## src/rtl/mem_bus_arbiter_pkg.sv

```systemverilog
// Shared types for the instruction/data memory bus arbiter.
// State and grant encodings plus the watchdog counter width.
package mem_bus_arbiter_pkg;

  localparam int unsigned ArbStateBus   = 2;
  localparam int unsigned WatchdogWidth = 16;

  typedef enum logic [ArbStateBus-1:0] {
    ArbIdle     = 2'd0,
    ArbBusyIf   = 2'd1,
    ArbBusyData = 2'd2,
    ArbDone     = 2'd3
  } arb_state_e;

  typedef enum logic {
    GrantIf   = 1'b0,
    GrantData = 1'b1
  } grant_e;

endpackage

```

## src/rtl/mem_bus_arbiter_bus_watchdog.sv

```systemverilog
// Saturating cycle counter that flags a bus transaction waiting too long for bus_ack.
// expired is combinational so the FSM can abort in the same cycle the limit is reached.
module mem_bus_arbiter_bus_watchdog
  import mem_bus_arbiter_pkg::*;
#(
  parameter int unsigned TIMEOUT_CYCLES = 255
) (
  input  logic clock,
  input  logic reset,
  input  logic clear,
  input  logic enable,
  output logic expired
);

  localparam logic [WatchdogWidth-1:0] LastCount = WatchdogWidth'(TIMEOUT_CYCLES - 1);
  localparam logic [WatchdogWidth-1:0] MaxCount  = '1;

  logic [WatchdogWidth-1:0] count;

  always_ff @(posedge clock or negedge reset) begin
    if (!reset) begin
      count <= '0;
    end else if (clear) begin
      count <= '0;
    end else if (enable && count != MaxCount) begin
      count <= count + WatchdogWidth'(1);
    end
  end

  assign expired = (count >= LastCount);

endmodule

```

## src/rtl/mem_bus_arbiter.sv

```systemverilog
// Shares one memory bus between the fetch port and the data port, one transaction at a time,
// alternating priority on conflicts and aborting hung transactions via a watchdog.
module mem_bus_arbiter
  import mem_bus_arbiter_pkg::*;
#(
  parameter int unsigned ADDR_WIDTH     = 32,
  parameter int unsigned DATA_WIDTH     = 32,
  parameter int unsigned TIMEOUT_CYCLES = 255
) (
  input  logic                  clock,
  input  logic                  reset,
  input  logic                  if_request,
  input  logic [ADDR_WIDTH-1:0] if_addr,
  output logic [DATA_WIDTH-1:0] if_rdata,
  output logic                  if_ready,
  input  logic                  data_request,
  input  logic                  data_write,
  input  logic [ADDR_WIDTH-1:0] data_addr,
  input  logic [DATA_WIDTH-1:0] data_wdata,
  input  logic [3:0]            data_byte_select,
  output logic [DATA_WIDTH-1:0] data_rdata,
  output logic                  data_ready,
  output logic                  bus_request,
  output logic                  bus_write,
  output logic [ADDR_WIDTH-1:0] bus_addr,
  output logic [DATA_WIDTH-1:0] bus_wdata,
  output logic [3:0]            bus_byte_select,
  input  logic [DATA_WIDTH-1:0] bus_rdata,
  input  logic                  bus_ack,
  output logic                  bus_error
);

  arb_state_e state;
  grant_e     last_grant;
  logic       busy;
  logic       expired;

  assign busy = (state == ArbBusyIf) || (state == ArbBusyData);

  mem_bus_arbiter_bus_watchdog #(
    .TIMEOUT_CYCLES(TIMEOUT_CYCLES)
  ) u_watchdog (
    .clock  (clock),
    .reset  (reset),
    .clear  (!busy),
    .enable (busy),
    .expired(expired)
  );

  always_ff @(posedge clock or negedge reset) begin
    if (!reset) begin
      state           <= ArbIdle;
      last_grant      <= GrantIf;
      if_rdata        <= '0;
      if_ready        <= 1'b0;
      data_rdata      <= '0;
      data_ready      <= 1'b0;
      bus_request     <= 1'b0;
      bus_write       <= 1'b0;
      bus_addr        <= '0;
      bus_wdata       <= '0;
      bus_byte_select <= 4'h0;
      bus_error       <= 1'b0;
    end else begin
      if_ready   <= 1'b0;
      data_ready <= 1'b0;
      unique case (state)
        ArbIdle: begin
          // On a conflict the port that did not win last time goes first.
          if (data_request && (!if_request || last_grant == GrantIf)) begin
            state           <= ArbBusyData;
            last_grant      <= GrantData;
            bus_request     <= 1'b1;
            bus_write       <= data_write;
            bus_addr        <= data_addr;
            bus_wdata       <= data_wdata;
            bus_byte_select <= data_write ? data_byte_select : 4'hF;
          end else if (if_request) begin
            state           <= ArbBusyIf;
            last_grant      <= GrantIf;
            bus_request     <= 1'b1;
            bus_write       <= 1'b0;
            bus_addr        <= if_addr;
            bus_wdata       <= '0;
            bus_byte_select <= 4'hF;
          end
        end
        ArbBusyIf, ArbBusyData: begin
          // An ack in the final watchdog cycle still wins over the abort.
          if (bus_ack || expired) begin
            state       <= ArbDone;
            bus_request <= 1'b0;
            if (!bus_ack) begin
              bus_error <= 1'b1;
            end
            if (state == ArbBusyIf) begin
              if_ready <= 1'b1;
              if_rdata <= bus_ack ? bus_rdata : '0;
            end else begin
              data_ready <= 1'b1;
              data_rdata <= bus_ack ? bus_rdata : '0;
            end
          end
        end
        ArbDone: begin
          state <= ArbIdle;
        end
        default: begin
          state <= ArbIdle;
        end
      endcase
    end
  end

endmodule

```

## config.mk

```make
export PLATFORM = sky130hd
export DESIGN_NAME = mem_bus_arbiter
export DESIGN_NICKNAME = d
export VERILOG_FILES = /design/src/rtl/mem_bus_arbiter_pkg.sv /design/src/rtl/mem_bus_arbiter_bus_watchdog.sv /design/src/rtl/mem_bus_arbiter.sv
export SDC_FILE = /design/constraint.sdc
export NUM_CORES = 1
export LEC_CHECK = 0
export CAP_MARGIN = 20
export CORE_AREA = 2 2 95 189
export CTS_BUF_LIST = sky130_fd_sc_hd__clkbuf_4 sky130_fd_sc_hd__clkbuf_8 sky130_fd_sc_hd__clkbuf_16
export DETAILED_ROUTE_END_ITERATION = 7
export DIE_AREA = 0 0 97 191
export GPL_TIMING_DRIVEN = 0
export PLACE_DENSITY_LB_ADDON = 0.12
export SLEW_MARGIN = 10
export SYNTH_ARGS = -nofsm -noshare
export SYNTH_HDL_FRONTEND = slang
export SYNTH_HIERARCHICAL = 1
export SYNTH_SLANG_ARGS = --single-unit
```

## constraint.sdc

```tcl
create_clock -name clock -period 1.9 [get_ports clock]
set_input_delay 0.19 -clock clock [delete_from_list [all_inputs] [get_ports clock]]
set_output_delay 0.19 -clock clock [all_outputs]
set_load 0.03 [all_outputs]
```

== Word level (Yosys, flattened, before mapping) ==
Index checks and enable logic that the tools add are counted.

* Bits of input ports: 138
* Output and inout port bits: 137
* Logic and storage cells: 68
* Register bits: 156

* Eq/ne operators: 7
* Add/sub/neg operators: 1
* Multiplexer cells: 27
* $lt $le $gt $ge: 1
* Bitwise logic cells: 3
* Reduce and logical (&&, ||, !) cells: 16

{| class="wikitable"
|+ Operators by type and width
! cell !! number
|-
| $mux 32 || 5
|-
| $mux 16 || 2
|-
| $add 16x1->16 const B || 1
|-
| $ge 16x8->1 const B || 1
|-
| $ne 16x16->1 const B || 1
|-
| $mux 1 || 12
|-
| $mux 4 || 3
|-
| $reduce_and 3->1 || 4
|-
| $mux 2 || 3
|-
| $pmux 2 s3 || 1
|-
| $eq 2x2->1 const B || 2
|-
| $ne 2x2->1 const B || 2
|-
| $reduce_and 2->1 || 2
|-
| $reduce_bool 2->1 || 2
|-
| $logic_or 1x1->1 || 3
|-
| $ne 3x3->1 const B || 1
|-
| $not 1->1 || 3
|-
| $eq 2x1->1 const B || 1
|-
| $logic_and 1x1->1 || 2
|-
| $logic_not 2->1 || 1
|-
| $pmux 1 s2 || 1
|-
| $reduce_or 2->1 || 1
|-
| $logic_not 1->1 || 1
|}

== Logic depth before layout (Yosys ltp) ==
* Depth after elaboration: 5
* Mapped depth: 9
* Gate-level depth less buffers: 7

== By module ==
The synthesis kept the hierarchy.

{| class="wikitable"
|+ Modules (own cells, without submodules)
! module !! sequential area each (um^2) !! area an instance (um^2) !! instances !! cells each
|-
| mem_bus_arbiter || 3503.4 || 5635.4 || 1 || 499
|-
| mem_bus_arbiter_bus_watchdog || 400.4 || 958.4 || 1 || 97
|}

== Worst setup path before layout ==
OpenSTA, ideal clock, no wires.

* Kind: reg-to-reg
* Start point: register state[0]
* End point: register data_rdata[11]
* Path buffers: 1
* Setup time: 0.125 ns
* Required time: 1.775 ns
* Clock period less this slack: 1.913 ns
* Cell stages (with the launch flop): 7
* Slack: -0.013 ns
* Data arrival time: 1.788 ns
* Path through: dfrtp_1 > inv_1 > ha_1 > o21ai_2 > nor2_4 > buf_4 > mux2_2

* Cells in the longest elaborated chain, start to end: 3
* Elaborated cells between the ends (all ways): 5
* Those cells by class: eq/ne (2); bitwise (1); reduce/logical (2)

{| class="wikitable"
|+ Ends and longest elaborated chain
! element !! RTL line !! text
|-
| start: declaration || mem_bus_arbiter.sv:33 || <nowiki>arb_state_e state;</nowiki>
|-
| start signal: assignment || mem_bus_arbiter.sv:52 || <nowiki>state <= ArbIdle;</nowiki>
|-
| start signal: assignment || mem_bus_arbiter.sv:71 || <nowiki>state <= ArbBusyData;</nowiki>
|-
| start signal: assignment || mem_bus_arbiter.sv:79 || <nowiki>state <= ArbBusyIf;</nowiki>
|-
| $eq 2x1->1 / $eq 2x2->1 (equally long branches) || mem_bus_arbiter.sv:67, mem_bus_arbiter.sv:96 ||
|-
| $reduce_or 2->1 / $not 1->1 (equally long branches) || -- ||
|-
| $reduce_and 3->1 (no line) (*) || -- ||
|-
| end signal: assignment || mem_bus_arbiter.sv:101 || <nowiki>data_rdata <= bus_ack ? bus_rdata : '0;</nowiki>
|-
| end: declaration || mem_bus_arbiter.sv:21 || <nowiki>output logic [DATA_WIDTH-1:0] data_rdata,</nowiki>
|}

Mark *: on every way between the ends. The rest lies on a longest branch, timed or not.
A chain may end at the register's enable or synchronous reset.

== Worst setup path in the final report ==
* Start point: register u_watchdog.count[1]
* End point: register if_rdata[3]

* Cells in the longest elaborated chain, start to end: 3

{| class="wikitable"
|+ Ends and longest elaborated chain
! element !! RTL line !! text
|-
| start: declaration || mem_bus_arbiter_bus_watchdog.sv:18 || <nowiki>logic [WatchdogWidth-1:0] count;</nowiki>
|-
| start signal: assignment || mem_bus_arbiter_bus_watchdog.sv:26 || <nowiki>count <= count + WatchdogWidth'(1);</nowiki>
|-
| $ge 16x8->1 || mem_bus_arbiter_bus_watchdog.sv:30 || <nowiki>assign expired = (count >= LastCount);</nowiki>
|-
| net expired || mem_bus_arbiter.sv:36 || <nowiki>logic expired;</nowiki>
|-
| $logic_or 1x1->1 || mem_bus_arbiter.sv:90 || <nowiki>if (bus_ack || expired) begin</nowiki>
|-
| $reduce_and 3->1 (no line) || -- ||
|-
| end signal: assignment || mem_bus_arbiter.sv:98 || <nowiki>if_rdata <= bus_ack ? bus_rdata : '0;</nowiki>
|-
| end: declaration || mem_bus_arbiter.sv:14 || <nowiki>output logic [DATA_WIDTH-1:0] if_rdata,</nowiki>
|}

The timed path passes the listed nets, and every way through them passes these cells.

==> impl_metrics.toml <==
[clock_tree]
clk_latency_ps = 420
clock-sinks = 156
root_buffer = "clkbuf_16"
cts_max_level = 4
path_clk_slew_ps = 70
cts_buffers = 17
clk_path_buf_depth = 2
tritoncts = "yes"

[power]
finalPower_mw = 18.51
p_leak_nw = 4.599
cellPowerDensity_nw_per_um2 = 1745
p_int_mw = 10.97
ir_drop_v = 0.0009323
pwr-share-clk_pct = 18.4
seq_power_share_pct = 29.3
combPwrFrac_pct = 52.3
p_sw_mw = 7.543
swShare_pct = 40.74

[floorplanning]
row_count = 68
io_pins = 275
coreArea_um2 = 17100
die_w_um = 97
die_area_um2 = 18530
start_util_pct = 38.56
die_y_um = 191

[timing]
drv_slew = 0
relSlewSlack_pct = 66.52
setup_viol = 4
holdWs_ps = 274.2
clock.fmax_ghz = 0.5217
worstMarginPinSlew_ps = 498.5
skew_ps = 9.065
finalWorstSetupSlack_ps = -16.87
final.setup.tns_ps = -59.21
fin_crit_ps = 1917
hold_viol = 0
rsz0062_at_grt = "yes"
min_period_over_period_pct = 100.9

[synth]
ys.warnings.count = 6
ys_types = 49
synth_most_common_cell = "dfrtp_1"
synth_compound_area_share_pct = 17.59
synth-edff-count = 0
yosys.area_share.simple_pct = 12.50
avgSynthCellArea_um2 = 11.06
yosysTopAreaCell = "dfrtp_1"
synthFlopType = "dfrtp_1"
syn_nets = 738
yosysTopAreaCellShare_pct = 59.20
netlist_top_cells_count = "dfrtp_1 (156), a21oi_1 (77), nand2_1 (69)"
synth.area.top_cells = "dfrtp_1 (59%), a21oi_1 (5.8%), mux2_2 (5.6%)"
synthMuxAreaShare_pct = 6.281
async_reset_ff_share_pct = 100.0
synth-xor-area-share_pct = 0.3985
synth_top_family_by_area = "compound AO/OA/AOI/OAI gates"
synth-seq-cells = 156
synth_adder_area_share_pct = 0.7590
netlist_area_um2 = 6594
synth_cells = 596
synth_seq_area_share_pct = 59.20

[worst_setup_path]
cp.required_ps = 2210
max_stage_delay_ps = 440
critPathMaxFanout = 5
worstSetupPathType = "reg2reg"
arrival_ps = 2220
slowest_stage = "dfrtp_2"
end_kind = "register"
crit_chain = "ha_4 > o2111ai_4 > nand3_4 > o211ai_1 > buf_4 > clkbuf_16 > mux2_2"
cp-start-kind = "register"

[route]
antenna_left = 0
vias = 5737
drtIter0Drc = 207
drc_errors = 0
routed_via_density = 5.073
wl_per_cell_um = 17.03
first_pass_iters = 4
drt-total-wl_mm = 19.26

[layout]
n_antenna_cell = 0
finalNetCount = 1050
drive_gt1_share_pct = 15.42
area_growth_pct = 60.91
final_area_um2 = 10610

[global_route]
antenna_found_initial = 0
grt_usage_pct = 20.00
grt_overflow = 0
grt_first_pass_wirelength_mm = 29.87
grt_max_degree = 102
grt_pass1_vias = 5740

[placement]
placed_area_um2 = 9624
gp_congestion = 0.8111
dp_hpwl_mm = 13.46
port_buffers = 273

[status]
status = "complete, but fails checks"
violations = "setup timing"

[worst_hold_path]
hp-class = "in2async"

[flow_run]
cap_violations = 0
-- logic make-up after synthesis --
group | after synthesis
AO/OA/AOI/OAI | 183
AND/OR/NAND/NOR | 166
flip-flops | 156
buffers and inverters | 47
multiplexers | 37
adder cells (fa/ha/maj) | 4
XOR/XNOR | 3
-- final timing paths --
path | startpoint | endpoint | slack [ps] | cells past startpoint
worst max-delay path | u_watchdog/count[1] | if_rdata[3] | -20 | 7
worst min-delay path | reset | if_rdata[25] | 270 | 2
worst max register to register | u_watchdog/count[1] | if_rdata[3] | -20 | 7
worst min register to register | bus_error | bus_error | 460 | 1
max in group asynchronous | reset | bus_addr[1] | 780 | 3
min in group clock | if_addr[31] | bus_addr[31] | 310 | 3
-- cells in the final DEF (no fill, tap or decap), types with 6 or more instances in the layout --
| cell | count |
|---|---|
| o21ai_0 | 24 |
| a21oi_1 | 77 |
| clkbuf_2 | 7 |
| clkdlybuf4s50_1 | 272 |
| buf_4 | 19 |
| clkbuf_1 | 11 |
| and2_1 | 18 |
| o31ai_1 | 21 |
| a22o_1 | 32 |
| mux2_2 | 20 |
| nor2_1 | 38 |
| nand2_1 | 67 |
| mux2_4 | 13 |
| inv_1 | 6 |
| clkbuf_16 | 18 |
| buf_2 | 9 |
| o21ai_1 | 13 |
| dfrtp_1 | 152 |
-- final cells by class --
cell class / count / area [µm²]
Inverter: 7 / 26.28
Multi-Input combinational cell: 393 / 2640
Buffer: 40 / 241.5
Tap cell: 210 / 262.8
Sequential cell: 156 / 3909
Fill cell: 1411 / 6491
Clock inverter: 12 / 141.4
Timing Repair Buffer: 293 / 2935
Clock buffer: 20 / 454.2
-- power groups by stage --
stage / Sequential, mW / Clock [mW] / Combinational [mW]
6_report: 5.42 / 3.40 / 9.69
5_1_grt: 5.59 / 3.63 / 10.3
4_1_cts: 5.42 / 3.50 / 9.41
3_5_place_dp: 5.44 / 0 / 9.23
3_3_place_gp: 5.42 / 0 / 9.14
2_1_floorplan: 8.00 / 0 / 2.73
-- layer usage --
metal	GRT usage, %	share of wire (%)	vias up
met3	7.239	6.8	19
met5	0	0	-
met1	24.15	41	2796
li1	-	-	2749
met4	6.392	1.5	0
met2	33.33	51	173
-- state kept, by name, indices dropped and copies added (netlist names) --
signal,count
bus_addr,32
bus_byte_select,4
bus_error,1
bus_request,1
bus_wdata,32
bus_write,1
data_rdata,32
data_ready,1
if_rdata,32
if_ready,1
last_grant,1
state,2
u_watchdog/count,16
-- metrics by stage --
step | util [%] | instances | setup slack [ps]
after floorplan | - | 596 | 15.84
after global placement | 56.09 | 1079 | -5927
after detailed placement | 56.28 | 1080 | -333.5
after CTS | 60.35 | 1118 | -64.77
after global routing | 62.04 | 1131 | -95.56
final | 62.04 | 1131 | -16.87
-- worst max-delay path, delay by kind of cell, from the launching register on --
family                   cells  cell delay [ps]
flip-flops                   1              440
AO/OA/AOI/OAI                2              390
buffers and inverters        2              360
multiplexers                 1              320
adder cells (fa/ha/maj)      1              170
AND/OR/NAND/NOR              1              120
-- what timing repair did --
action,CTS,global route
setup endpoints to repair,76,108
buffers inserted,4,12
gates resized for setup,18,51
pin swaps,2,7
hold buffers,1,0
hold endpoints to repair,55,0
gates cloned,1,1
Note: power is estimated with default switching activity, not from simulation.
